$ cat src/rtl/mem_arb_pkg.sv
// Shared definitions for the fetch/data memory-port arbiter.
// Holds the FSM state encoding, the default bus widths and the ack-select codes.
package mem_arb_pkg;

  localparam int XLEN_DEF   = 32;
  localparam int ADDR_W_DEF = 32;

  typedef enum logic [1:0] {
    ST_IDLE    = 2'd0,
    ST_BUSY_I  = 2'd1,
    ST_BUSY_D  = 2'd2,
    ST_DRAIN_I = 2'd3
  } arb_state_t;

  typedef enum logic [1:0] {
    ACK_NONE = 2'd0,
    ACK_I    = 2'd1,
    ACK_D    = 2'd2
  } ack_sel_t;

endpackage

$ cat src/rtl/arb_timeout_ctr.sv
// Watchdog counter for the memory arbiter, present only in ARB_TIMEOUT_EN builds.
// Cleared on every grant, counts stalled cycles and saturates at TIMEOUT-1 (hit).
module arb_timeout_ctr #(
  parameter int TIMEOUT = 16
) (
  input  logic clk,
  input  logic rst,
  input  logic clr,
  input  logic en,
  output logic hit
);

  localparam int CW = $clog2(TIMEOUT);

  logic [CW-1:0] cnt_q, cnt_d;

  assign hit = (cnt_q == CW'(TIMEOUT - 1));

  // next count: clear wins over count; hold once the terminal value is reached
  always_comb begin
    cnt_d = cnt_q;
    if (clr) begin
      cnt_d = '0;
    end else if (en && !hit) begin
      cnt_d = cnt_q + 1'b1;
    end
  end

  // count register
  always_ff @(posedge clk) begin
    if (!rst) begin
      cnt_q <= '0;
    end else begin
      cnt_q <= cnt_d;
    end
  end

endmodule

$ cat src/rtl/mem_port_arbiter.sv
// Arbiter sharing one single-ported memory between instruction fetch and load/store.
// Optional watchdog abort is compiled in when ARB_TIMEOUT_EN is defined.
//
//  state      | meaning
//  -----------+-----------------------------------------------------------
//  ST_IDLE    | no transaction; data request wins over fetch
//  ST_BUSY_I  | fetch in flight; handoff to data on its ack
//  ST_BUSY_D  | load/store in flight; handoff to fetch on its ack
//  ST_DRAIN_I | killed fetch still in flight; its ack is swallowed
module mem_port_arbiter
  import mem_arb_pkg::*;
#(
  parameter int XLEN    = XLEN_DEF,
  parameter int ADDR_W  = ADDR_W_DEF,
  parameter int TIMEOUT = 16
) (
  input  logic              clk,
  input  logic              rst,
  input  logic              if_req,
  input  logic [ADDR_W-1:0] if_addr,
  input  logic              if_kill,
  output logic              if_ack,
  output logic [XLEN-1:0]   if_rdata,
  input  logic              d_req,
  input  logic              d_we,
  input  logic [ADDR_W-1:0] d_addr,
  input  logic [XLEN-1:0]   d_wdata,
  output logic              d_ack,
  output logic [XLEN-1:0]   d_rdata,
  output logic              mem_req,
  output logic              mem_we,
  output logic [ADDR_W-1:0] mem_addr,
  output logic [XLEN-1:0]   mem_wdata,
  input  logic [XLEN-1:0]   mem_rdata,
  input  logic              mem_ack,
  output logic              stall_if,
  output logic              stall_mem,
  output logic              bus_err
);

  if (TIMEOUT < 2) begin : g_bad_timeout
    $error("mem_port_arbiter: TIMEOUT must be at least 2");
  end

  arb_state_t        state_q, state_d;
  logic [ADDR_W-1:0] addr_q, addr_d;
  logic [XLEN-1:0]   wdata_q, wdata_d;
  logic              we_q, we_d;
  ack_sel_t          ack_sel;
  logic              gnt_d, gnt_i;
  logic              abort;
  logic              tmo_hit;
  logic              busy;
  logic [XLEN-1:0]   rdata_src;

  assign busy = (state_q != ST_IDLE);

`ifdef ARB_TIMEOUT_EN
  arb_timeout_ctr #(
    .TIMEOUT(TIMEOUT)
  ) u_timeout (
    .clk(clk),
    .rst(rst),
    .clr(gnt_d | gnt_i),
    .en (busy & ~mem_ack),
    .hit(tmo_hit)
  );
`else
  assign tmo_hit = 1'b0;
`endif

  // next-state, grant and ack selection; everything idles while rst is low
  always_comb begin
    state_d = state_q;
    addr_d  = addr_q;
    wdata_d = wdata_q;
    we_d    = we_q;
    ack_sel = ACK_NONE;
    gnt_d   = 1'b0;
    gnt_i   = 1'b0;
    abort   = 1'b0;
    if (rst) begin
      case (state_q)
        ST_IDLE: begin
          if (d_req) begin
            gnt_d = 1'b1;
          end else if (if_req && !if_kill) begin
            gnt_i = 1'b1;
          end
        end
        ST_BUSY_D: begin
          if (mem_ack) begin
            ack_sel = ACK_D;
            if (if_req && !if_kill) gnt_i = 1'b1;
            else state_d = ST_IDLE;
          end else if (tmo_hit) begin
            ack_sel = ACK_D;
            abort   = 1'b1;
            state_d = ST_IDLE;
          end
        end
        ST_BUSY_I: begin
          if (mem_ack) begin
            if (!if_kill) begin
              ack_sel = ACK_I;
              if (d_req) gnt_d = 1'b1;
              else state_d = ST_IDLE;
            end else begin
              state_d = ST_IDLE;
            end
          end else if (tmo_hit) begin
            // a fetch killed in the abort cycle gets no ack
            if (!if_kill) ack_sel = ACK_I;
            abort   = 1'b1;
            state_d = ST_IDLE;
          end else if (if_kill) begin
            state_d = ST_DRAIN_I;
          end
        end
        ST_DRAIN_I: begin
          if (mem_ack) begin
            state_d = ST_IDLE;
          end else if (tmo_hit) begin
            abort   = 1'b1;
            state_d = ST_IDLE;
          end
        end
        default: state_d = ST_IDLE;
      endcase

      if (gnt_d) begin
        state_d = ST_BUSY_D;
        addr_d  = d_addr;
        wdata_d = d_wdata;
        we_d    = d_we;
      end else if (gnt_i) begin
        state_d = ST_BUSY_I;
        addr_d  = if_addr;
        wdata_d = '0;
        we_d    = 1'b0;
      end
    end
  end

  // state and latched memory command registers
  always_ff @(posedge clk) begin
    if (!rst) begin
      state_q <= ST_IDLE;
      addr_q  <= '0;
      wdata_q <= '0;
      we_q    <= 1'b0;
    end else begin
      state_q <= state_d;
      addr_q  <= addr_d;
      wdata_q <= wdata_d;
      we_q    <= we_d;
    end
  end

  assign rdata_src = abort ? '0 : mem_rdata;

  assign mem_req   = rst & busy & ~abort;
  assign mem_we    = we_q;
  assign mem_addr  = addr_q;
  assign mem_wdata = wdata_q;

  assign if_ack    = (ack_sel == ACK_I);
  assign d_ack     = (ack_sel == ACK_D);
  assign if_rdata  = if_ack ? rdata_src : '0;
  assign d_rdata   = d_ack  ? rdata_src : '0;

  assign stall_if  = if_req & ~if_ack;
  assign stall_mem = d_req & ~d_ack;
  assign bus_err   = abort;

endmodule

$ cat config.mk
export PLATFORM = sky130hd
export DESIGN_NAME = mem_port_arbiter
export DESIGN_NICKNAME = d
export VERILOG_FILES = /design/src/rtl/mem_arb_pkg.sv /design/src/rtl/arb_timeout_ctr.sv /design/src/rtl/mem_port_arbiter.sv
export SDC_FILE = /design/constraint.sdc
export NUM_CORES = 1
export LEC_CHECK = 0
export BUFFER_PORTS_ARGS = -buffer_cell sky130_fd_sc_hd__buf_2
export CAP_MARGIN = 20
export CORE_AREA = 2 2 105 107
export CTS_CLUSTER_DIAMETER = 150
export CTS_CLUSTER_SIZE = 24
export DETAILED_ROUTE_END_ITERATION = 7
export DIE_AREA = 0 0 107 109
export GPL_ROUTABILITY_DRIVEN = 0
export GPL_TIMING_DRIVEN = 0
export PLACE_DENSITY = 0.76
export SLEW_MARGIN = 30
export SYNTH_ARGS = -nofsm -noshare
export SYNTH_HDL_FRONTEND = slang
export SYNTH_HIERARCHICAL = 1
export SYNTH_SLANG_ARGS = --single-unit
$ cat constraint.sdc
create_clock -name clk -period 2.6 [get_ports clk]
set_clock_uncertainty 0.05 [all_clocks]
set_input_delay 0.13 -clock clk [delete_from_list [all_inputs] [get_ports clk]]
set_output_delay 0.13 -clock clk [all_outputs]
set_load 0.02 [all_outputs]
==> results of run 1 <==
-- worst register-to-register path: cells and delay by family, from the launching register on --
family / cells / cell delay [ps]
and+or+nand+nor: 1 / 220
buffers and inverters: 3 / 780
AOI/OAI and AO/OA: 2 / 520
adders and majority gates: 1 / 250
DFF: 1 / 420
-- layout make-up --
cell class              count  area share
well taps                 140     0.03186
multi-input cells         303      0.3427
flip-flops and latches     67      0.2440
repair buffers            301      0.3041
clock inverters             6     0.01161
plain buffers              36     0.03801
clock buffers              10     0.02503
inverters                   4    0.002731
-- cells in the mapped netlist, drive strengths merged, types with 2 or more instances --
cell / n
o2111ai: 2
dfxtp: 67
nand2: 35
ha: 5
nor2b: 2
nand3: 34
nor3: 2
buf: 17
clkbuf: 19
o21ai: 3
nor3b: 2
mux2i: 33
a21oi: 36
nor2: 36
nand2b: 4
and2: 64
o21a: 2
a211oi: 32
inv: 4
-- kinds of logic (layout without fill, tap and decap cells) --
logic type                 count (synthesis)  count (layout)  synth area share
and+or+nand+nor                          183             183            0.2770
AOI/OAI and AO/OA                         81              81            0.1529
DFF                                       67              67            0.3912
buffers and inverters                     40             357           0.06314
muxes                                     33              33           0.09635
adders and majority gates                  5               5           0.01825
other                                      1               1          0.001094
-- sequential cells by signal (all words and copies together), names as in the netlist --
signal     count
mem_addr      32
state_q        2
mem_wdata     32
mem_we         1
-- through the flow --
stage	instances	hold WS (ps)	util	setup WS, ps	instance area (µm²)
global route	867	10.85	0.5185	-8.022	5498
finish	867	22.10	0.5185	157.1	5498
detailed placement	818	327.6	0.4664	182.8	4945
global placement	818	323.8	0.4664	189.1	4945
CTS	867	4.400	0.5177	31.59	5489
floorplan	410	216.0	-	585.8	3428
-- report_power, final --
group / total, mW / leakage (nW) / internal (mW) / switching (mW)
combinational: 2.82 / 2.35 / 1.04 / 1.78
sequential: 1.61 / 0.551 / 1.41 / 0.196
clock: 0.889 / 0.0987 / 0.469 / 0.420
total: 5.32 / 3.00 / 2.93 / 2.40
-- repair_timing --
item / 4_1_cts / 5_1_grt
gates resized for setup: 2 / 14
pin swaps: 0 / 1
hold buffers: 33 / 0
hold endpoints to repair: 33 / 0
endpoints found under the setup margin: 6 / 60
-- final timing paths --
kind                      start             to  slack [ps]  depth (start not counted)
setup / recovery     state_q[1]    d_rdata[28]         160                          7
hold / removal       d_addr[25]   mem_addr[25]          20                          3
setup reg to reg     state_q[1]   mem_addr[27]         230                          7
hold reg to reg   mem_wdata[13]  mem_wdata[13]         420                          2
-- routing by layer --
metal,wire length (µm),share of wire,GRT usage
met5,0,0,0
met4,154,0.013,0.05751
met3,768,0.064,0.04782
met2,6018,0.50,0.3553
met1,5092,0.42,0.2344
==> impl_metrics.toml, run 1 <==
[outcome]
status = "finished clean"

[finish]
fraction_of_final_layout_cells_sized_beyond_drive_strength_1 = 0.4292
multiInputGateArea_um2 = 1884
num_antenna_cells = 0
final_nets = 862
final_cell_mix = "277 x sky130_fd_sc_hd__buf_2, 67 x sky130_fd_sc_hd__dfxtp_1, 64 x sky130_fd_sc_hd__and2_1, 36 x sky130_fd_sc_hd__nor2_1, 36 x sky130_fd_sc_hd__a21oi_1"
ff_latch_area_um2 = 1341
mostFrequentLayoutCell = "sky130_fd_sc_hd__buf_2"
flow.area_growth_from_synthesis_pct = 60.36
filler_cell_count = 986

[routing]
drt-wirelength-per-cell_um = 13.88
drc = 0
drt_iter0_markers = 248
1st_pass_router_iterations = 4
num_vias = 4034
detail_routed_via_count_per_cell = 4.653
detail-route-antenna-nets = 0
wirelength_um = 12030

[setup_path]
cell_chain_critical_path = "inv_1 -> ha_1 -> and2b_2 -> nor3b_4 -> buf_2 -> and2_1 -> buf_2"
arrival_time_at_the_worst_endpoint_ps = 2260
cpMostUsedCell = "sky130_fd_sc_hd__buf_2"
path_delay_family = "simple AND/OR/NAND/NOR gates"
cp_slowest_cell = "sky130_fd_sc_hd__dfxtp_1"
worstSetupStartpointType = "flip-flop"
worst-setup-path-type = "flip-flop to output pin"
cpPeakStageDelay_ps = 420
worst-path-buf-inv = 3
nature_of_the_critical_path_endpoint = "output pin"
worst-endpoint-required_ps = 2420
critPathMaxFanout = 10

[power]
leakage_nw = 3.002
worst_vdd_rail_ir_drop_mv = 0.6053
total_power_mw = 5.324
power.density_nw_per_um2 = 968.3

[clock_tree]
cts_root_buffer = "sky130_fd_sc_hd__clkbuf_8"
number_of_clock_sinks = 67
cts_max_level = 3
cts_setup_buffers = 0
cts.reportedPaths.clkPinSlew_ps = 80
cts_tree = "yes"
cts-buffers-inserted = 9
clk_latency_ps = 330
ctsLongestPathBuffers = 2

[synth]
syn_area_um2 = 3428
yosysTopAreaCell = "sky130_fd_sc_hd__dfxtp_1"
yosys_most_used_dff = "sky130_fd_sc_hd__dfxtp_1"
syn_area_per_cell_um2 = 8.362
ys_ff_latch = 67
synth_top_cell_area_share = 0.3912
synth_seq_area_share = 0.3912
syn_inst = 410
ys_types = 36
synth_nets = 550
postSynth.asyncResetShare = 0
ys_warn_count = 6
synth-edff-count = 0
post_synth_main_area_contributors = "sky130_fd_sc_hd__dfxtp_1 39%, sky130_fd_sc_hd__and2_1 12%, sky130_fd_sc_hd__mux2i_1 9.6%, sky130_fd_sc_hd__a211oi_1 7.0%, sky130_fd_sc_hd__a21oi_1 5.3%"

[grt]
grt_max_degree = 13
first_pass_grt_wire_length_um = 18420
antenna_violations_before_repair = 0
grt_overflow_total = 0
globalRouteTotalUtil = 0.1978
grt_pass1_vias = 3897

[floorplanning]
die_h_um = 109
fp.dieW_um = 107
floorplan.initialDensity = 0.3233
placeableCoreArea_um2 = 10600
number_of_placement_rows = 38
design.portCount = 270
dieArea_um2 = 11660

[timing]
finalCriticalPeriod_ps = 2443
slew_violations = 0
worst_slew_pin_slew_ps = 591.7
finalHoldViolations = 0
fmax_mhz = 409.3
max_slew_margin = 0.6055
finalCritPeriodShare = 0.9396
finalSetupTns_ps = 0
setup_violations = 0

[min_path]
min_path_type = "input port to flip-flop"

[placement]
port_buffers = 268
dp_hpwl_um = 8822

[job]
drv_cap = 0
(Power assumes the default switching activity.)
==> run 2, diff against run 1 <==
Settings changed: CORE_AREA 2 2 105 107 to 2 2 104 106, CTS_CLUSTER_SIZE 24 to 28, DIE_AREA 0 0 107 109 to 0 0 106 108, PLACE_DENSITY 0.76 to 0.8.
Clock period 2.6 ns to 2.2 ns, I/O delays scaled along.
==> impl_metrics.toml, run 2 (synthesis results as in run 1) <==
[clock_tree]
ctsLongestPathBuffers = 2
cts_root_buffer = "sky130_fd_sc_hd__clkbuf_8"
cts.reportedPaths.clkPinSlew_ps = 90
number_of_clock_sinks = 67
cts_tree = "yes"
cts-buffers-inserted = 9
clk_latency_ps = 330
cts_max_level = 3

[power]
leakage_nw = 3.143
power.density_nw_per_um2 = 1094
total_power_mw = 6.478
worst_vdd_rail_ir_drop_mv = 0.5358

[timing]
grt_setup_unrepaired = "true"
slew_violations = 0
finalSetupTns_ps = 0
finalHoldViolations = 0
max_slew_margin = 0.5643
setup_violations = 0
finalCritPeriodShare = 0.9696
worst_slew_pin_slew_ps = 653.6
finalCriticalPeriod_ps = 2133
fmax_mhz = 468.8

[min_path]
min_path_type = "input port to flip-flop"

[finish]
stdcell_area_um2 = 5923
mostFrequentLayoutCell = "sky130_fd_sc_hd__buf_2"
fraction_of_final_layout_cells_sized_beyond_drive_strength_1 = 0.4377
post_layout_nonfiller_instances = 890
final_nets = 889
num_antenna_cells = 0
filler_cell_count = 888
final_cell_mix = "249 x sky130_fd_sc_hd__buf_2, 65 x sky130_fd_sc_hd__dfxtp_1, 64 x sky130_fd_sc_hd__and2_1, 53 x sky130_fd_sc_hd__dlygate4sd3_1"
flow.area_growth_from_synthesis_pct = 72.77

[setup_path]
worst-setup-path-type = "flip-flop to output pin"
worst-endpoint-required_ps = 2040
critPathMaxFanout = 10
cp_slowest_cell = "sky130_fd_sc_hd__dfxtp_4"
nature_of_the_critical_path_endpoint = "output pin"
arrival_time_at_the_worst_endpoint_ps = 1970
cpPeakStageDelay_ps = 370
worstSetupStartpointType = "flip-flop"
cell_chain_critical_path = "inv_2 -> ha_4 -> and2b_2 -> nor3b_4 -> buf_6 -> clkbuf_8 -> and2_1 -> buf_2"

[floorplanning]
number_of_placement_rows = 37
dieArea_um2 = 11450
floorplan.initialDensity = 0.3351
fp.dieW_um = 106
design.portCount = 270
placeableCoreArea_um2 = 10230
die_h_um = 108

[routing]
drc = 0
wirelength_um = 13190
num_vias = 4215
drt_iter0_markers = 208
detail_routed_via_count_per_cell = 4.736
detail-route-antenna-nets = 0
drt-wirelength-per-cell_um = 14.82
1st_pass_router_iterations = 4

[placement]
dp_hpwl_um = 9404
port_buffers = 268
placed_cell_area_um2 = 4940
place.detailed.instances = 814

[grt]
antenna_violations_before_repair = 0
globalRouteTotalUtil = 0.2181
grt_max_degree = 13
grt_pass1_vias = 4131
first_pass_grt_wire_length_um = 19840
grt_overflow_total = 0

[outcome]
status = "finished clean"

[job]
drv_cap = 0
[run 2: worst paths after layout]
kind	slack, ps	cells after the start	end	start
worst max-delay path	70	8	d_rdata[17]	state_q[1]
worst min-delay path	8	3	mem_addr[25]	d_addr[25]
worst max register to register	110	6	mem_addr[11]	state_q[0]
worst min register to register	420	2	mem_wdata[2]	mem_wdata[2]
[run 2: metrics by stage]
step                setup WS (ps)    util  hold WS (ps)
floorplan                   205.8       -         196.0
global placement           -175.8  0.4828         302.1
detailed placement         -254.4  0.4828         307.1
CTS                         15.14  0.5670        0.7349
global route               -26.02  0.5789         3.936
finish                      66.94  0.5789         7.630
[run 2: final cells by class]
class / count / area [µm²] / share of cell area
multi-input combinational: 303 / 1932 / 0.3262
clock buffer: 10 / 127.6 / 0.02155
clock inverter: 6 / 63.81 / 0.01077
buffer: 36 / 269.0 / 0.04542
timing repair buffer: 328 / 1997 / 0.3371
tap: 136 / 170.2 / 0.02873
sequential: 67 / 1349 / 0.2277
inverter: 4 / 15.01 / 0.002535
[run 2: what timing repair did]
action / in CTS / in global routing
gates resized for setup: 28 / 44
endpoints found under the hold margin: 53 / 0
pin swaps: 2 / 2
hold buffers: 53 / 0
setup endpoints to repair: 127 / 81
cloned: 1 / 0
buffers inserted: 5 / 1
[run 2: where the power goes]
| group | internal [mW] | total [mW] | switching [mW] |
|---|---|---|---|
| clock network | 0.524 | 1.01 | 0.491 |
| registers | 1.68 | 1.93 | 0.249 |
| logic | 1.34 | 3.53 | 2.19 |
| total | 3.55 | 6.48 | 2.93 |
[run 2: critical path, delay by kind of cell (launching register included)]
family / cells / cell delay [ps]
fa+ha+maj: 1 / 180
buf+inv: 4 / 520
flops: 1 / 370
simple gates: 3 / 580
[run 2: metal layers]
layer | share of wire | vias up | track usage
met5 | 0 | - | 0
li1 | - | 2083 | -
met1 | 0.40 | 1922 | 0.2506
met4 | 0.015 | 0 | 0.06673
met3 | 0.070 | 21 | 0.05365
met2 | 0.51 | 189 | 0.4000
==> run 3, diff against run 2 <==
Settings changed: CORE_AREA 2 2 104 106 to default, CORE_MARGIN from default to 2, CORE_UTILIZATION from default to 30, DIE_AREA 0 0 106 108 to default, PLACE_DENSITY 0.8 to 0.74, SETUP_SLACK_MARGIN from default to 0.3.
==> impl_metrics.toml, run 3 (synthesis results as in run 1) <==
[grt]
grt_overflow_total = 0
first_pass_grt_wire_length_um = 21800
globalRouteTotalUtil = 0.2193
antenna_violations_before_repair = 1
grt_max_degree = 13
grt_pass1_vias = 4310

[timing]
finalCriticalPeriod_ps = 2091
setup_violations = 0
finalSetupTns_ps = 0
fmax_mhz = 478.3
grt_setup_unrepaired = "true"
finalHoldViolations = 0
final_worst_setup_slack_ps = 109.3
slew_violations = 0
worst_hold_slack_ps = 12.83
finalCritPeriodShare = 0.9503

[finish]
post_layout_nonfiller_instances = 896
fraction_of_final_layout_cells_sized_beyond_drive_strength_1 = 0.5293
filler_cell_count = 992
final_nets = 887
flow.area_growth_from_synthesis_pct = 92.01
final_cell_mix = "200 x sky130_fd_sc_hd__buf_2, 65 x sky130_fd_sc_hd__dfxtp_1, 61 x sky130_fd_sc_hd__buf_6, 42 x sky130_fd_sc_hd__and2_4, 40 x sky130_fd_sc_hd__buf_4"
multiInputGateArea_um2 = 2072
mostFrequentLayoutCell = "sky130_fd_sc_hd__buf_2"
ff_latch_area_um2 = 1346

[clock_tree]
cts_tree = "yes"
number_of_clock_sinks = 67
cts.reportedPaths.clkPinSlew_ps = 60
clk_latency_ps = 320
cts_max_level = 3
cts_root_buffer = "sky130_fd_sc_hd__clkbuf_16"
ctsLongestPathBuffers = 2
cts-buffers-inserted = 9

[floorplanning]
design.portCount = 270
fp.dieW_um = 110.9
die_h_um = 110.9
placeableCoreArea_um2 = 11270
floorplan.initialDensity = 0.3041
dieArea_um2 = 12300
number_of_placement_rows = 39

[power]
p_sw_frac = 0.4091
switching_power_mw = 3.087
worst_vdd_rail_ir_drop_mv = 0.7643
comb_power_share = 0.542
power.density_nw_per_um2 = 1146
leakage_nw = 3.368
sequentialPowerShare = 0.255
power_share_of_the_clock_group = 0.204
internal_power_mw = 4.459
total_power_mw = 7.546

[setup_path]
arrival_time_at_the_worst_endpoint_ps = 1930
worst-setup-path-type = "flip-flop to output pin"
worstSetupStartpointType = "flip-flop"
worst-endpoint-required_ps = 2040
critPathMaxFanout = 5
nature_of_the_critical_path_endpoint = "output pin"

[outcome]
status = "finished clean"

[placement]
place.detailed.instances = 821
dp_hpwl_um = 8838
port_buffers = 268
placement.setup.worst_slack_ps = -146.9

[routing]
drc = 0
detail-route-antenna-nets = 0
num_vias = 4310
drt_iter0_markers = 292
1st_pass_router_iterations = 5
drt-wirelength-per-cell_um = 15.67
wirelength_um = 14040
detail_routed_via_count_per_cell = 4.810

[min_path]
min_path_type = "input port to flip-flop"

[job]
drv_cap = 0
-- run 3: per-stage QoR --
step	util	instance area, µm²
6_report	0.5840	6583
5_1_grt	0.5840	6583
4_1_cts	0.5618	6332
3_5_place_dp	0.4392	4951
3_3_place_gp	0.4392	4951
2_1_floorplan	-	3431
-- run 3: power groups by stage --
stage	Clock, mW	Sequential [mW]	Combinational, mW
final	1.54	1.92	4.09
after global routing	1.63	1.99	4.41
after CTS	1.58	1.92	3.68
after detailed placement	0	1.92	3.29
after global placement	0	1.92	3.26
after floorplan	0	2.45	1.68
-- run 3: cell type report --
type | count | area share
multi-input combinational | 303 | 0.3148
timing repair buffer | 326 | 0.3471
sequential | 67 | 0.2045
inverter | 4 | 0.003421
buffer | 36 | 0.05455
tap | 143 | 0.02718
clock inverter | 6 | 0.01331
antenna | 1 | 0.0003802
clock buffer | 10 | 0.03478
-- run 3: what timing repair did --
action | CTS | global route
setup buffers | 15 | 5
setup endpoints to repair | 135 | 135
hold endpoints to repair | 33 | 0
pin swaps | 33 | 30
hold buffers | 33 | 0
gates resized for setup | 187 | 77
gates cloned | 4 | 1
-- run 3: final timing paths --
path / start / endpoint / slack (ps) / depth (start not counted)
min: d_addr[27] / mem_addr[27] / 10 / 3
min reg2reg: mem_wdata[5] / mem_wdata[5] / 410 / 2
max: state_q[1] / d_rdata[18] / 110 / 8
max reg2reg: state_q[1] / mem_addr[14] / 230 / 10
-- run 3: critical path, stage by stage (launching register included) --
cell and delay [ps]:
sky130_fd_sc_hd__dfxtp_2 350, sky130_fd_sc_hd__inv_4 50, sky130_fd_sc_hd__ha_4 160, sky130_fd_sc_hd__and2b_2 220, sky130_fd_sc_hd__nor3b_4 210, sky130_fd_sc_hd__buf_6 160, sky130_fd_sc_hd__buf_4 140, sky130_fd_sc_hd__and2_1 160
sky130_fd_sc_hd__buf_4 150
-- run 3: metal layers --
layer,track usage,share of wire,vias up
met5,0,0,-
met4,0.08833,0.028,0
met3,0.05741,0.072,34
met2,0.4025,0.52,204
met1,0.2390,0.38,1981
li1,-,-,2091
